$ cat config.mk
export PLATFORM = sky130hd
export DESIGN_NAME = bin_to_bcd6
export DESIGN_NICKNAME = d
export VERILOG_FILES = /design/src/rtl/bin_to_bcd6.sv
export SDC_FILE = /design/constraint.sdc
export NUM_CORES = 1
export LEC_CHECK = 0
export ABC_CLOCK_PERIOD_IN_PS = 1630
export CAP_MARGIN = 5
export CORE_ASPECT_RATIO = 0.8
export CORE_MARGIN = 3
export CORE_UTILIZATION = 49
export CTS_BUF_LIST = sky130_fd_sc_hd__clkbuf_16
export DETAILED_ROUTE_END_ITERATION = 12
export GPL_TIMING_DRIVEN = 0
export PLACE_DENSITY = 0.76
export REMOVE_ABC_BUFFERS = 1
export SYNTH_ARGS = -nofsm -noshare
export SYNTH_HDL_FRONTEND = slang
export SYNTH_SLANG_ARGS = --single-unit
$ cat constraint.sdc
create_clock -name CLK -period 1.63 [get_ports CLK]
set_clock_uncertainty 0.1 [all_clocks]
set_input_delay 0.4075 -clock CLK [delete_from_list [all_inputs] [get_ports CLK]]
set_output_delay 0.4075 -clock CLK [all_outputs]
set_load 0.05 [all_outputs]
$ cat src/rtl/bin_to_bcd6.sv
// bin_to_bcd6: iterative double-dabble converter, 20-bit binary to six BCD
// digits, one bit per clock. The digits are registered and change only when a
// conversion completes, so the display driver never sees partial results.
//
// state | meaning
// ------+-----------------------------------------------------------------
// IDLE  | waiting for start; output digits hold the last result
// SHIFT | one add-3/shift step per clock, 20 steps in total
// DONE  | load the output digits and ovf, pulse done, return to IDLE

module bin_to_bcd6 #(
  parameter bit SAT = 1'b1
) (
  input  logic        CLK,
  input  logic        reset,
  input  logic        start,
  input  logic [19:0] bin,
  output logic        busy,
  output logic        done,
  output logic        ovf,
  output logic [3:0]  led1,
  output logic [3:0]  led2,
  output logic [3:0]  led3,
  output logic [3:0]  led4,
  output logic [3:0]  led5,
  output logic [3:0]  led6
);

  typedef enum logic [1:0] {
    S_IDLE  = 2'd0,
    S_SHIFT = 2'd1,
    S_DONE  = 2'd2
  } state_t;

  state_t      state_q, state_d;
  logic [19:0] shreg_q, shreg_d;
  logic [23:0] scratch_q, scratch_d;
  logic [4:0]  cnt_q, cnt_d;
  logic        ovf_next_q, ovf_next_d;
  logic        busy_q, busy_d;
  logic        done_q, done_d;
  logic        ovf_q, ovf_d;
  logic [23:0] digits_q, digits_d;
  logic [23:0] adj;

  // Add 3 to every scratch nibble that is 5 or more, ahead of the shift.
  always_comb begin
    adj = scratch_q;
    for (int i = 0; i < 6; i++) begin
      if (scratch_q[4*i +: 4] >= 4'd5) begin
        adj[4*i +: 4] = scratch_q[4*i +: 4] + 4'd3;
      end
    end
  end

  // Next-state and datapath update for the IDLE/SHIFT/DONE sequence.
  always_comb begin
    state_d    = state_q;
    shreg_d    = shreg_q;
    scratch_d  = scratch_q;
    cnt_d      = cnt_q;
    ovf_next_d = ovf_next_q;
    busy_d     = busy_q;
    done_d     = 1'b0;
    ovf_d      = ovf_q;
    digits_d   = digits_q;
    case (state_q)
      S_IDLE: begin
        if (start) begin
          shreg_d    = bin;
          scratch_d  = 24'd0;
          cnt_d      = 5'd0;
          ovf_next_d = (bin > 20'd999999);
          busy_d     = 1'b1;
          state_d    = S_SHIFT;
        end
      end
      S_SHIFT: begin
        // The carry out of the top nibble is dropped: the 7th digit is
        // truncated, which leaves the lower six digits as bin mod 10^6.
        scratch_d = {adj[22:0], shreg_q[19]};
        shreg_d   = {shreg_q[18:0], 1'b0};
        cnt_d     = cnt_q + 5'd1;
        if (cnt_q == 5'd19) begin
          state_d = S_DONE;
        end
      end
      S_DONE: begin
        digits_d = (ovf_next_q && SAT) ? 24'h999999 : scratch_q;
        ovf_d    = ovf_next_q;
        done_d   = 1'b1;
        busy_d   = 1'b0;
        state_d  = S_IDLE;
      end
      default: begin
        busy_d  = 1'b0;
        state_d = S_IDLE;
      end
    endcase
  end

  // State and output registers with synchronous active-low reset.
  always_ff @(posedge CLK) begin
    if (!reset) begin
      state_q    <= S_IDLE;
      shreg_q    <= 20'd0;
      scratch_q  <= 24'd0;
      cnt_q      <= 5'd0;
      ovf_next_q <= 1'b0;
      busy_q     <= 1'b0;
      done_q     <= 1'b0;
      ovf_q      <= 1'b0;
      digits_q   <= 24'd0;
    end else begin
      state_q    <= state_d;
      shreg_q    <= shreg_d;
      scratch_q  <= scratch_d;
      cnt_q      <= cnt_d;
      ovf_next_q <= ovf_next_d;
      busy_q     <= busy_d;
      done_q     <= done_d;
      ovf_q      <= ovf_d;
      digits_q   <= digits_d;
    end
  end

  assign busy = busy_q;
  assign done = done_q;
  assign ovf  = ovf_q;
  assign led1 = digits_q[23:20];
  assign led2 = digits_q[19:16];
  assign led3 = digits_q[15:12];
  assign led4 = digits_q[11:8];
  assign led5 = digits_q[7:4];
  assign led6 = digits_q[3:0];

endmodule

==> impl_metrics.json <==
{
  "track_usage": 0.195,
  "cts_buffers": 9,
  "synth_seq_area_share": 0.444,
  "power_leakage_nw": 1.62,
  "fmax_mhz": 622,
  "peakVddDrop_uv": 539,
  "avgSynthCellArea_sq_um": 8.93,
  "clock_latency_ns": 0.33,
  "crit_slowest_cell": "dfxtp_2",
  "setup_viol": 0,
  "syn2layout_area_growth_pct": 27.1,
  "final.setup.worst_slack_ns": 0.0235,
  "endpoint_kind": "flip-flop",
  "nFillCells": 545,
  "start_util": 0.512,
  "worst_path_largest_cell_delay_ns": 0.34,
  "diodes": 0,
  "finalCritPeriodShare": 0.986,
  "worstPathArrival_ns": 1.77,
  "hold_viol_final": 0,
  "final_common_cell": "dfxtp_1",
  "gp_congestion": 0.754,
  "synth_edf_count": 0,
  "postRouteAntennaNets": 0,
  "path_buf_inv": 1,
  "die_h_um": 82.3,
  "overflow": 0,
  "utilization": 0.651,
  "num_vias": 3034,
  "path_cells": "inv_1, ha_1, nand2b_1, a21oi_2, mux2_4, o21ai_2",
  "hold_buffers": 0,
  "slew_viol_final": 0,
  "syn_inst": 399,
  "required_ns": 1.79,
  "final_cell_mix": "71 x dfxtp_1, 49 x nor2_1, 35 x nand2_1",
  "ys_ff_latch": 79,
  "crit_type": "reg2reg",
  "critPathLaunchType": "flip-flop",
  "min-delay-start": "digits_q[21]",
  "die_area_sq_um": 8330,
  "cts_root_buf": "clkbuf_16",
  "dpl_worst_slack_ns": -1.16,
  "grt_max_degree": 41,
  "p_per_area_nw_per_um2": 955,
  "drc_errors": 0,
  "rows": 27,
  "r2r-start": "scratch_q[17]",
  "min_period_ns": 1.61,
  "path_max_fanout": 4,
  "finalNetCount": 479,
  "outcome": "completed",
  "hpwlAfterDp_mm": 4.60,
  "cts_tree": "done",
  "grt_pass1_wl_mm": 13.0,
  "startpoint": "scratch_q[17]",
  "wirelength_mm": 8.33,
  "firstDrtPassIters": 4,
  "placed_area_sq_um": 4010,
  "synth_ff_type": "dfxtp_1",
  "drive_above_1_share": 0.219,
  "design_area_sq_um": 4530,
  "tns_ns": 0,
  "io_buffers": 49,
  "htreeDepth": 3,
  "placeableCoreArea_sq_um": 6960,
  "slew_headroom": 0.392,
  "via_per_inst": 5.67,
  "wl_per_cell_um": 15.6,
  "dieWidth_um": 101,
  "clk_pin_slew_ns": 0.06,
  "path_delay_family": "flip-flops",
  "clock-sinks": 79,
  "antenna_found_initial": 0,
  "multi_input_area_sq_um": 1860,
  "drtIter0Drc": 171,
  "syn_area_sq_um": 3560,
  "yosysWarningCount": 0,
  "yosys.cell_types.count": 39,
  "regArea_sq_um": 1590,
  "tightest_slew_ns": 0.911,
  "ios": 50,
  "maxCapViolCount": 0,
  "async_flop_share": 0,
  "hp-class": "reg2reg",
  "clock_path_buffers": 2,
  "grt_pass1_vias": 2834
}
==> worst register-to-register path: cells and delay by family (launching register included) <==
kind | cells | cell delay [ns]
muxes | 1 | 0.33
DFF | 1 | 0.34
adders and majority gates | 1 | 0.18
AOI/OAI and AO/OA | 2 | 0.34
and+or+nand+nor | 1 | 0.15
buffers and inverters | 1 | 0.09
==> worst paths after layout <==
| check | endpoint | slack (ns) | cells after the start |
|---|---|---|---|
| setup / recovery | scratch_q[18] | 0.02 | 6 |
| hold / removal | digits_q[21] | 0.36 | 2 |
| setup reg to reg | scratch_q[18] | 0.02 | 6 |
| hold reg to reg | digits_q[21] | 0.36 | 2 |
==> cell usage after synthesis, drive strengths merged (2+ instances only) <==
master / instances / area, sq um
dfxtp: 79 / 1580
nor2b: 9 / 56.3
nor2: 49 / 184
xnor2: 6 / 52.6
or3: 6 / 37.5
inv: 14 / 52.6
ha: 13 / 163
a21boi: 17 / 128
o21ai: 20 / 100
nor3b: 14 / 105
nand3b: 6 / 45.0
mux2: 6 / 67.6
a21oi: 8 / 40.0
a32oi: 6 / 52.6
nand3: 5 / 25.0
nor3: 14 / 70.1
xor2: 5 / 43.8
nand2: 37 / 139
o221a: 3 / 33.8
o221ai: 16 / 140
clkbuf: 13 / 48.8
nand4: 3 / 18.8
nand2b: 7 / 43.8
a2bb2oi: 3 / 26.3
buf: 16 / 125
and2: 2 / 12.5
o31ai: 13 / 97.6
==> stage by stage <==
step,hold slack (ns),cells,power [mW]
3_3_place_gp,0.338,506,2.36
2_1_floorplan,0.325,370,2.23
4_1_cts,0.361,525,4.33
5_1_grt,0.395,535,4.48
6_report,0.358,535,4.32
3_5_place_dp,0.348,507,2.37
==> layer usage <==
layer,wire (um),vias up,global-route usage
met5,0,-,0
met4,87,0,0.0491
met3,480,13,0.0605
met2,3920,93,0.325
met1,3840,1432,0.248
li1,-,1496,-
==> logic make-up (layout without fill, tap and decap cells) <==
| group | Yosys count | count (layout) | share of synthesized area |
|---|---|---|---|
| and+or+nand+nor | 157 | 160 | 0.217 |
| AOI/OAI and AO/OA | 90 | 90 | 0.184 |
| DFF | 79 | 79 | 0.444 |
| buffers and inverters | 43 | 89 | 0.0636 |
| adders and majority gates | 13 | 13 | 0.0457 |
| xor gates and xnor gates | 11 | 11 | 0.0270 |
| muxes | 6 | 6 | 0.0190 |
==> area by class of cell <==
| type | instances | area share |
|---|---|---|
| Clock buffer | 9 | 0.0497 |
| Tap cell | 87 | 0.0240 |
| Sequential cell | 79 | 0.352 |
| Inverter | 14 | 0.0116 |
| Clock inverter | 7 | 0.0144 |
| Timing Repair Buffer | 59 | 0.137 |
| Multi-Input combinational cell | 280 | 0.412 |
==> where the power goes <==
| group | total (mW) | internal [mW] | switching, mW |
|---|---|---|---|
| sequential | 2.03 | 1.99 | 0.0449 |
| clock | 1.95 | 1.18 | 0.776 |
| combinational | 0.335 | 0.160 | 0.176 |
| total | 4.32 | 3.33 | 0.997 |
==> timing repair <==
item	in CTS	in global routing
setup buffers	0	9
setup endpoints to repair	105	26
pin swaps	0	6
cloned	2	1
resized for setup	105	20
==> sequential cells by signal (all words and copies together) (netlist names) <==
signal,flops
ovf_next_q,1
state_q,2
busy,1
cnt_q,5
scratch_q,24
shreg_q,20
digits_q,24
ovf,1
done,1
(Power assumes the default switching activity.)
